**config.mk**
```make
export PLATFORM = sky130hd
export DESIGN_NAME = alu_mc_flat
export DESIGN_NICKNAME = d
export VERILOG_FILES = /design/src/rtl/alu_mc_if.sv /design/src/rtl/alu_mc.sv /design/src/flat_wrapper.sv
export SDC_FILE = /design/constraint.sdc
export NUM_CORES = 1
export LEC_CHECK = 0
export BUFFER_PORTS_ARGS = -buffer_cell sky130_fd_sc_hd__buf_4
export CORE_MARGIN = 2
export CORE_UTILIZATION = 54
export CTS_BUF_LIST = sky130_fd_sc_hd__clkbuf_4
export DETAILED_ROUTE_END_ITERATION = 7
export GPL_TIMING_DRIVEN = 0
export PLACE_DENSITY = 0.85
export SLEW_MARGIN = 20
export SYNTH_ARGS = -nofsm -noshare
export SYNTH_HDL_FRONTEND = slang
export SYNTH_SLANG_ARGS = --single-unit
```
**constraint.sdc**
```tcl
create_clock -name clk -period 3 [get_ports clk]
set_clock_uncertainty 0.05 [all_clocks]
set_input_delay 0.3 -clock clk [delete_from_list [all_inputs] [get_ports clk]]
set_output_delay 0.3 -clock clk [all_outputs]
set_load 0.03 [all_outputs]
```
**src/rtl/alu_mc_if.sv**
```systemverilog
`default_nettype none
// +----------------------------------------------------------------------------+
// | Module      : alu_mc_if                                                     |
// | Description : Operand/result handshake bundle for the multi-cycle ALU.     |
// |               master : producer/consumer side (drives operands, accepts)   |
// |               slave  : ALU side (accepts operands, presents result)        |
// |               Signals: in_valid/in_ready, a, b, op,                        |
// |                        out_valid/out_ready, out, zero, ovf, err            |
// | Revision    : 1.0  initial release                                         |
// +----------------------------------------------------------------------------+
interface alu_mc_if #(
    parameter int WIDTH = 32
);
    logic             in_valid;
    logic             in_ready;
    logic [WIDTH-1:0] a;
    logic [WIDTH-1:0] b;
    logic [3:0]       op;
    logic             out_valid;
    logic             out_ready;
    logic [WIDTH-1:0] out;
    logic             zero;
    logic             ovf;
    logic             err;

    modport master (
        output in_valid, a, b, op, out_ready,
        input  in_ready, out_valid, out, zero, ovf, err
    );

    modport slave (
        input  in_valid, a, b, op, out_ready,
        output in_ready, out_valid, out, zero, ovf, err
    );
endinterface
`default_nettype wire

```
**src/rtl/alu_mc.sv**
```systemverilog
`default_nettype none
// +----------------------------------------------------------------------------+
// | Module      : alu_mc                                                        |
// | Description : Multi-cycle ALU. Logic/add/sub/illegal ops finish in one     |
// |               cycle; shifts/rotates step one bit per cycle; optional       |
// |               shift-add multiply takes WIDTH cycles. Result is held in     |
// |               output registers until accepted.                             |
// | Ports       : clk    - rising-edge clock                                   |
// |               rst_n  - asynchronous active-low reset                       |
// |               bus    - alu_mc_if.slave (operands in, result out)           |
// | Options     : ALU_MC_MUL_EN - compile in the MUL state and datapath        |
// | Revision    : 1.0  initial release                                         |
// +----------------------------------------------------------------------------+
module alu_mc #(
    parameter int WIDTH = 32
) (
    input  wire logic clk,
    input  wire logic rst_n,
    alu_mc_if.slave   bus
);
    localparam int SHW = $clog2(WIDTH);

    localparam logic [1:0] c_st_idle  = 2'd0;
    localparam logic [1:0] c_st_shift = 2'd1;
`ifdef ALU_MC_MUL_EN
    localparam logic [1:0] c_st_mul   = 2'd2;
    localparam logic [3:0] c_op_mul   = 4'b0110;
    localparam logic [SHW:0] c_cnt_width = (SHW+1)'(WIDTH);
`endif
    localparam logic [1:0] c_st_done  = 2'd3;

    localparam logic [3:0] c_op_add = 4'b0000;
    localparam logic [3:0] c_op_sub = 4'b0001;
    localparam logic [3:0] c_op_and = 4'b0010;
    localparam logic [3:0] c_op_or  = 4'b0011;
    localparam logic [3:0] c_op_not = 4'b0100;
    localparam logic [3:0] c_op_sra = 4'b1000;
    localparam logic [3:0] c_op_srl = 4'b1010;
    localparam logic [3:0] c_op_sll = 4'b1001;
    localparam logic [3:0] c_op_rol = 4'b1100;
    localparam logic [3:0] c_op_ror = 4'b1101;

    logic [1:0]       r_state;
    logic [1:0]       w_next;
    logic [3:0]       r_op;
    logic [WIDTH-1:0] r_work;
    logic [SHW:0]     r_cnt;
    logic [WIDTH-1:0] r_out;
    logic             r_zero;
    logic             r_ovf;
    logic             r_err;
`ifdef ALU_MC_MUL_EN
    logic [WIDTH-1:0] r_mcand;
    logic [WIDTH-1:0] r_mplier;
    logic [WIDTH-1:0] r_acc;
    logic [WIDTH-1:0] w_acc_nxt;
`endif

    logic             w_accept;
    logic             w_is_shift;
    logic [SHW-1:0]   w_amt;
    logic [WIDTH-1:0] w_bop;
    logic [WIDTH-1:0] w_sum;
    logic             w_add_ovf;
    logic [WIDTH-1:0] w_imm_out;
    logic             w_imm_ovf;
    logic             w_imm_err;
    logic [WIDTH-1:0] w_shift_nxt;

    assign w_accept   = bus.in_valid && (r_state == c_st_idle);
    assign w_amt      = bus.b[SHW-1:0];
    assign w_is_shift = (bus.op == c_op_sra) || (bus.op == c_op_srl) ||
                        (bus.op == c_op_sll) || (bus.op == c_op_rol) ||
                        (bus.op == c_op_ror);

    // Subtraction adds the two's complement of B; overflow compares signs
    // against that effective addend, not against B itself.
    assign w_bop     = (bus.op == c_op_sub) ? (~bus.b + 1'b1) : bus.b;
    assign w_sum     = bus.a + w_bop;
    assign w_add_ovf = (bus.a[WIDTH-1] == w_bop[WIDTH-1]) &&
                       (w_sum[WIDTH-1] != bus.a[WIDTH-1]);

    // Single-cycle results; shift codes land here only with amount 0.
    always_comb begin
        w_imm_out = '0;
        w_imm_ovf = 1'b0;
        w_imm_err = 1'b0;
        case (bus.op)
            c_op_add, c_op_sub: begin
                w_imm_out = w_sum;
                w_imm_ovf = w_add_ovf;
            end
            c_op_and: w_imm_out = bus.a & bus.b;
            c_op_or:  w_imm_out = bus.a | bus.b;
            c_op_not: w_imm_out = ~bus.a;
            c_op_sra, c_op_srl, c_op_sll, c_op_rol, c_op_ror: w_imm_out = bus.a;
            default:  w_imm_err = 1'b1;
        endcase
    end

    // One-bit step of the working register in the captured direction.
    always_comb begin
        w_shift_nxt = r_work;
        case (r_op)
            c_op_sra: w_shift_nxt = {r_work[WIDTH-1], r_work[WIDTH-1:1]};
            c_op_srl: w_shift_nxt = {1'b0, r_work[WIDTH-1:1]};
            c_op_sll: w_shift_nxt = {r_work[WIDTH-2:0], 1'b0};
            c_op_rol: w_shift_nxt = {r_work[WIDTH-2:0], r_work[WIDTH-1]};
            c_op_ror: w_shift_nxt = {r_work[0], r_work[WIDTH-1:1]};
            default:  w_shift_nxt = r_work;
        endcase
    end

`ifdef ALU_MC_MUL_EN
    assign w_acc_nxt = r_acc + (r_mplier[0] ? r_mcand : '0);
`endif

    // State register
    always_ff @(posedge clk or negedge rst_n) begin
        if (!rst_n) begin
            r_state <= c_st_idle;
        end else begin
            r_state <= w_next;
        end
    end

    // Next-state logic
    always_comb begin
        w_next = r_state;
        case (r_state)
            c_st_idle: begin
                if (w_accept) begin
`ifdef ALU_MC_MUL_EN
                    if (bus.op == c_op_mul) begin
                        w_next = c_st_mul;
                    end else
`endif
                    if (w_is_shift && (w_amt != '0)) begin
                        w_next = c_st_shift;
                    end else begin
                        w_next = c_st_done;
                    end
                end
            end
            c_st_shift: begin
                if (r_cnt == (SHW+1)'(1)) w_next = c_st_done;
            end
`ifdef ALU_MC_MUL_EN
            c_st_mul: begin
                if (r_cnt == (SHW+1)'(1)) w_next = c_st_done;
            end
`endif
            c_st_done: begin
                if (bus.out_ready) w_next = c_st_idle;
            end
            default: w_next = c_st_idle;
        endcase
    end

    // Outputs
    always_comb begin
        bus.in_ready  = (r_state == c_st_idle);
        bus.out_valid = (r_state == c_st_done);
        bus.out       = r_out;
        bus.zero      = r_zero;
        bus.ovf       = r_ovf;
        bus.err       = r_err;
    end

    // Datapath: result registers are written only on the edge entering DONE.
    always_ff @(posedge clk or negedge rst_n) begin
        if (!rst_n) begin
            r_op   <= '0;
            r_work <= '0;
            r_cnt  <= '0;
            r_out  <= '0;
            r_zero <= 1'b0;
            r_ovf  <= 1'b0;
            r_err  <= 1'b0;
`ifdef ALU_MC_MUL_EN
            r_mcand  <= '0;
            r_mplier <= '0;
            r_acc    <= '0;
`endif
        end else begin
            case (r_state)
                c_st_idle: begin
                    if (w_accept) begin
                        r_op   <= bus.op;
                        r_work <= bus.a;
                        if (w_next == c_st_done) begin
                            r_out  <= w_imm_out;
                            r_zero <= (w_imm_out == '0);
                            r_ovf  <= w_imm_ovf;
                            r_err  <= w_imm_err;
                        end
                        if (w_next == c_st_shift) begin
                            r_cnt <= {1'b0, w_amt};
                        end
`ifdef ALU_MC_MUL_EN
                        if (w_next == c_st_mul) begin
                            r_mcand  <= bus.a;
                            r_mplier <= bus.b;
                            r_acc    <= '0;
                            r_cnt    <= c_cnt_width;
                        end
`endif
                    end
                end
                c_st_shift: begin
                    r_work <= w_shift_nxt;
                    r_cnt  <= r_cnt - 1'b1;
                    if (r_cnt == (SHW+1)'(1)) begin
                        r_out  <= w_shift_nxt;
                        r_zero <= (w_shift_nxt == '0);
                        r_ovf  <= 1'b0;
                        r_err  <= 1'b0;
                    end
                end
`ifdef ALU_MC_MUL_EN
                c_st_mul: begin
                    r_acc    <= w_acc_nxt;
                    r_mcand  <= {r_mcand[WIDTH-2:0], 1'b0};
                    r_mplier <= {1'b0, r_mplier[WIDTH-1:1]};
                    r_cnt    <= r_cnt - 1'b1;
                    if (r_cnt == (SHW+1)'(1)) begin
                        r_out  <= w_acc_nxt;
                        r_zero <= (w_acc_nxt == '0);
                        r_ovf  <= 1'b0;
                        r_err  <= 1'b0;
                    end
                end
`endif
                default: begin
                end
            endcase
        end
    end
endmodule
`default_nettype wire

```
**src/flat_wrapper.sv**
```systemverilog
// flat-port wrapper written by rule: the top's interface ports become plain ports
module alu_mc_flat 
#(
    parameter int WIDTH = 32
)
  (clk, rst_n, bus_in_valid, bus_a, bus_b, bus_op, bus_out_ready, bus_in_ready, bus_out_valid, bus_out, bus_zero, bus_ovf, bus_err);
  alu_mc_if #(.WIDTH(WIDTH)) bus_i ();
  input  wire logic clk;
  input  wire logic rst_n;
  input wire logic [$bits(bus_i.in_valid)-1:0] bus_in_valid;
  input wire logic [$bits(bus_i.a)-1:0] bus_a;
  input wire logic [$bits(bus_i.b)-1:0] bus_b;
  input wire logic [$bits(bus_i.op)-1:0] bus_op;
  input wire logic [$bits(bus_i.out_ready)-1:0] bus_out_ready;
  output wire logic [$bits(bus_i.in_ready)-1:0] bus_in_ready;
  output wire logic [$bits(bus_i.out_valid)-1:0] bus_out_valid;
  output wire logic [$bits(bus_i.out)-1:0] bus_out;
  output wire logic [$bits(bus_i.zero)-1:0] bus_zero;
  output wire logic [$bits(bus_i.ovf)-1:0] bus_ovf;
  output wire logic [$bits(bus_i.err)-1:0] bus_err;
  assign bus_i.in_valid = bus_in_valid;
  assign bus_i.a = bus_a;
  assign bus_i.b = bus_b;
  assign bus_i.op = bus_op;
  assign bus_i.out_ready = bus_out_ready;
  assign bus_in_ready = bus_i.in_ready;
  assign bus_out_valid = bus_i.out_valid;
  assign bus_out = bus_i.out;
  assign bus_zero = bus_i.zero;
  assign bus_ovf = bus_i.ovf;
  assign bus_err = bus_i.err;
  alu_mc #(.WIDTH(WIDTH)) u_core (.clk(clk), .rst_n(rst_n), .bus(bus_i));
endmodule
```
Yosys cells after proc, flatten, opt, wreduce, memory -nomap -nowiden
Index checks and enable logic that the tools add are counted.
{"block": "word_totals", "regBits": 79, "in_bits": 72, "output_inout_bits": 37, "elab_cells": 90}
{"block": "op_classes", "addsub": 3, "eq_ne": 25, "mux": 30, "bitwise": 4, "n_reduce_logical": 20}
{"cell": "32-bit case mux with 5 select lines", "count": 2}
{"cell": "32-bit two-way mux", "count": 5}
{"cell": "32-bit case mux with 2 select lines", "count": 2}
{"cell": "32-bit zero test", "count": 2}
{"cell": "32-bit inverter", "count": 2}
{"cell": "4-bit == test, second input constant", "count": 10}
{"cell": "32-bit by 1-bit adder with 32-bit output, second input constant", "count": 1}
{"cell": "32-bit adder", "count": 1}
{"cell": "32-bit bitwise AND", "count": 1}
{"cell": "32-bit OR", "count": 1}
{"cell": "6-bit two-way mux", "count": 2}
{"cell": "6-bit case mux with 2 select lines", "count": 1}
{"cell": "1-bit two-way mux", "count": 10}
{"cell": "10-bit OR reduction", "count": 1}
{"cell": "4-bit by 2-bit == test with 1-bit output, second input constant", "count": 2}
{"cell": "2-bit two-way mux", "count": 4}
{"cell": "2-bit by 1-bit inequality test with 1-bit output, second input constant", "count": 4}
{"cell": "6-bit by 1-bit == test with 1-bit output, second input constant", "count": 1}
{"cell": "1-bit case mux with 2 select lines", "count": 3}
{"cell": "2-bit case mux with 3 select lines", "count": 1}
{"cell": "6-bit by 1-bit subtractor with 6-bit output, second input constant", "count": 1}
{"cell": "5-bit nonzero test", "count": 1}
{"cell": "5-bit OR reduction", "count": 1}
{"cell": "2-bit by 1-bit == test with 1-bit output, second input constant", "count": 2}
{"cell": "other kinds (14)", "count": 21}

Longest topological paths before layout
{"block": "logic_depth", "word_depth": 13, "depth_mapped": 22, "mapped_depth_nobuf": 21}

Worst setup path before layout
OpenSTA, ideal clock, no wires.
{"block": "synth_timing", "kind": "input -> register", "startpoint": "input bus_b[10]", "endpoint": "register u_core.r_zero, in the netlist u_core.bus.zero", "setup_time_ns": 0.066, "arrival_ns": 4.757, "required_ns": 2.884, "setup_slack_ns": -1.873, "cell_stages": 17, "n_path_buf": 1, "cell_sequence": "or4_4 or3_4 or3_2 nor3_1 nor4b_1 nor2_1 xor2_1 ha_1 clkbuf_1 nand4_1 or3_1 o21ai_0 xnor2_1 o21ai_0 a2111o_1 a2111oi_0 a31o_1"}
{"block": "synth_between", "elab_chain_len": 9, "elab_cells_between_ends": 11, "cone_classes": "2 x add/sub; 5 x mux; 3 x bitwise; 1 x reduce/logical"}
{"element": "from (decl)", "line_no": "flat_wrapper.sv:12", "text": "input wire logic [$bits(bus_i.b)-1:0] bus_b;"}
{"element": "32-bit inverter", "line_no": "alu_mc.sv:78", "text": "assign w_bop = (bus.op == c_op_sub) ? (~bus.b + 1'b1) : bus.b;"}
{"element": "32-bit by 1-bit adder with 32-bit output", "line_no": "alu_mc.sv:78"}
{"element": "32-bit two-way mux", "line_no": "alu_mc.sv:78"}
{"element": "32-bit adder", "line_no": "alu_mc.sv:79", "text": "assign w_sum = bus.a + w_bop;"}
{"element": "32-bit case mux with 5 select lines *", "line_no": "alu_mc.sv:88", "text": "case (bus.op)"}
{"element": "32-bit zero test *", "line_no": "alu_mc.sv:193", "text": "r_zero <= (w_imm_out == '0);"}
{"element": "1-bit two-way mux *", "line_no": "alu_mc.sv:191", "text": "if (w_next == c_st_done) begin"}
{"element": "1-bit two-way mux *", "line_no": "alu_mc.sv:188", "text": "if (w_accept) begin"}
{"element": "1-bit case mux with 2 select lines *", "line_no": "alu_mc.sv:186", "text": "case (r_state)"}
{"element": "to (signal assigned)", "line_no": "alu_mc.sv:193"}
{"element": "to (signal assigned)", "line_no": "alu_mc.sv:215", "text": "r_zero <= (w_shift_nxt == '0);"}
{"element": "to (decl)", "line_no": "alu_mc.sv:49", "text": "logic r_zero;"}
Every way passes the cells marked *; elsewhere a longest branch is shown, timed or not. The select of a mux whose other input is x is not followed.
A chain may end at the register's enable or synchronous reset.

Final worst setup path
Same ends and word-level chain as after synthesis.

==> results_dict.tcl <==
set metrics [dict create \
    cts_buffer_depth 2 \
    ir_drop_uv 487 \
    rr_startpoint "u_core.r_op[2]" \
    clk_latency_ns 0.47 \
    switching_power_uw 4950 \
    intPower_uw 4070 \
    ys_ff_latch 79 \
    yosysWarnings 0 \
    clockRootBuffer "clkbuf_4" \
    start_kind "input port" \
    startpoint "bus_b[10]" \
    min_from "bus_b[2]" \
    final_cell_area_sq_um 12000 \
    fin_crit_sh_pct 150 \
    core_sq_um 15900 \
    diodes 0 \
    path_clk_slew_ns 0.12 \
    drive_above_1_share_pct 27.9 \
    worst_slack_ns -1.51 \
    worstPathMaxFanout 4 \
    synth.distinct_cells 79 \
    avgSynthCellArea_sq_um 7.12 \
    hold_path.class "in -> reg" \
    gp_congestion 1.03 \
    fill_cells 1195 \
    fin_crit_ns 4.51 \
    synth_top_area_share_pct 22.3 \
    violations "DRC, setup timing" \
    grt_pass1_wl_mm 57.1 \
    cp-end-kind "register" \
    antenna_left 0 \
    fin_setup_tns_ns -20.56 \
    fin_util_pct 75.5 \
    hold_viol_final 0 \
    core.rowCount 46 \
    fmax_mhz 222 \
    place_area_sq_um 10100 \
    crit_arrival_ns 4.87 \
    synthArstFlopShare_pct 100 \
    initial_core_util_pct 55.5 \
    synth.area.top_cells "dfrtp_1 (22%), nor2_1 (7.3%), nand2_1 (6.5%)" \
    drc 2 \
    synthToLayoutAreaGrowth_pct 36.0 \
    fin_hold_ws_ns 0.0760 \
    clkSinkCount 79 \
    track_usage_pct 41.3 \
    syn_inst 1243 \
    relSlewSlack_pct 34.1 \
    drt_iter0_markers 1726 \
    place_hpwl_mm 26.7 \
    dp_cells 1563 \
    wirelength_mm 39.7 \
    synth_edf_count 0 \
    synth_area_sq_um 8850 \
    powerDensity_nw_per_um2 749 \
    wl_per_cell_microns 23.9 \
    antenna_found_initial 0 \
    status "complete, but fails checks" \
    p_clk_share_pct 6.1 \
    rsz0062_at_grt "yes" \
    drv_slew 0 \
    die_area_sq_um 17400 \
    ys_seq_area_share_pct 22.3 \
    cts_tree "done" \
    vias 11800 \
    layout.nets 1559 \
    finalNonFillerCells 1664 \
    synth_ff_type "dfrtp_1" \
    io_buffers 104 \
    grt_pass1_vias 10400 \
    ios 109 \
    worstSetupPathType "in -> reg" \
    htreeDepth 3 \
    required_ns 3.36 \
    switching_share_pct 54.9 \
    die_width_microns 132 \
    grt_max_degree 80 \
    p_seq_share_pct 24.4 \
    worstMarginPinSlew_ns 0.988 \
    power.share.combinational_pct 69.5 \
    cap_violations 0 \
    drt-vias-per-instance 7.06 \
    dr.pass1.iters 8 \
    power_leakage_uw 0.00506 \
    cts_buffers 9 \
    synth.largest_area_cell "dfrtp_1" \
    setup_violations 25 \
    die_y_microns 132 \
    overflow 0 \
    synth_fp_nets 1358 \
]
cell families after synthesis:
| group | after synthesis | synth area share, % |
|---|---|---|
| adders and majority gates | 43 | 6.16 |
| and+or+nand+nor | 491 | 25.7 |
| DFF | 79 | 22.3 |
| AOI/OAI and AO/OA | 453 | 34.9 |
| buffers and inverters | 120 | 5.13 |
| xor gates and xnor gates | 51 | 5.05 |
| muxes | 6 | 0.735 |
metrics by stage:
stage / worst slack [ns] / power, uW
CTS: -1.42 / 8500
finish: -1.51 / 9020
global route: -1.68 / 9550
floorplan: -1.48 / 5780
detailed placement: -2.64 / 7610
global placement: -2.57 / 7510
synth_stat cells (7+ instances only):
cell	instances
a21oi_1	77
nand2b_1	8
xnor2_1	32
nor2_1	171
clkbuf_1	86
and4_1	7
inv_1	24
o22a_1	31
o221ai_1	7
o211ai_1	7
and3_1	8
or3_1	13
a221oi_1	7
dfrtp_1	79
a22oi_1	48
o21ai_0	63
a211oi_1	21
nand2_1	153
ha_1	42
a31oi_1	19
nand4_1	14
nand3_1	32
o22ai_1	51
nor4_1	13
nor2b_1	8
xor2_1	19
nor3_1	28
a21o_1	27
o31ai_1	46
layout by cell type (no fill, tap or decap), drive strengths merged, types with 8 or more instances in the layout:
cell / synthesis / final
clkbuf: 86 / 79
nand2: 153 / 153
nand4: 14 / 14
nor2: 171 / 171
dfrtp: 79 / 79
ha: 42 / 42
a21o: 27 / 27
nand2b: 8 / 8
and3: 8 / 8
or3: 15 / 15
o22a: 31 / 31
a31oi: 19 / 19
a22oi: 48 / 48
o31ai: 46 / 46
nor2b: 8 / 8
xor2: 19 / 19
o21ai: 65 / 65
xnor2: 32 / 32
nor4: 14 / 14
a221oi: 8 / 8
buf: 9 / 216
inv: 24 / 25
a211oi: 21 / 21
o22ai: 51 / 51
nor3: 28 / 28
a21oi: 77 / 77
nand3: 32 / 32
registers in the layout (all words and copies together), names as in the netlist:
signal / count
u_core.bus.out: 32
u_core.bus.ovf: 1
u_core.r_op: 4
u_core.r_cnt: 6
u_core.bus.zero: 1
u_core.r_state: 2
u_core.r_work: 32
u_core.bus.err: 1
final cells by class:
| class | instances | area (sq um) | area share [%] |
|---|---|---|---|
| plain buffers | 82 | 459 | 3.81 |
| clock buffers | 12 | 90.1 | 0.748 |
| clock inverters | 3 | 11.3 | 0.0935 |
| inverters | 25 | 96.3 | 0.800 |
| multi-input cells | 1044 | 7500 | 62.3 |
| flip-flops and latches | 79 | 1980 | 16.4 |
| well taps | 216 | 270 | 2.24 |
| repair buffers | 203 | 1640 | 13.6 |
worst max-delay path: stages:
cell,delay [ns]
buf_8,0.09
or4_4,0.53
or3_4,0.38
nor4_4,0.34
nand3b_4,0.12
or4_4,0.49
o41ai_4,0.23
xnor2_1,0.12
ha_1,0.35
a21o_1,0.23
nor3_1,0.22
o21ai_1,0.13
a31oi_1,0.19
o21ai_1,0.10
xnor2_1,0.21
o21ai_2,0.10
a2111o_1,0.34
a2111oi_4,0.21
a31o_1,0.19
repair_timing:
item | in CTS | in global routing
endpoints found under the setup margin | 34 | 36
pin swaps | 65 | 75
hold endpoints to repair | 63 | 0
buffers inserted | 53 | 46
resized for setup | 173 | 109
hold buffers | 2 | 0
per-layer routing:
metal | global-route usage [%] | vias up | routed length [microns]
met2 | 64.3 | 991 | 17600
met3 | 8.23 | 222 | 5350
met5 | 0 | - | 0
li1 | - | 5071 | -
met4 | 18.1 | 0 | 2170
met1 | 55.6 | 5466 | 14600
path summary, 6_finish.rpt:
kind	to	slack, ns	cells past startpoint
setup / recovery	u_core.bus.zero	-1.51	19
hold / removal	u_core.r_cnt[2]	0.08	3
setup reg to reg	u_core.bus.zero	-0.34	11
hold reg to reg	u_core.bus.out[11]	0.44	1
max in group asynchronous	u_core.r_work[30]	1.78	2
min in group asynchronous	u_core.r_cnt[3]	0.50	2
power groups by stage:
stage	clock, uW	sequential (uW)	combinational [uW]
global route	596	2250	6690
CTS	542	2150	5810
global placement	0	2160	5350
detailed placement	0	2170	5440
floorplan	0	2440	3340
finish	554	2200	6270
Note: power is estimated with default switching activity, not from simulation.
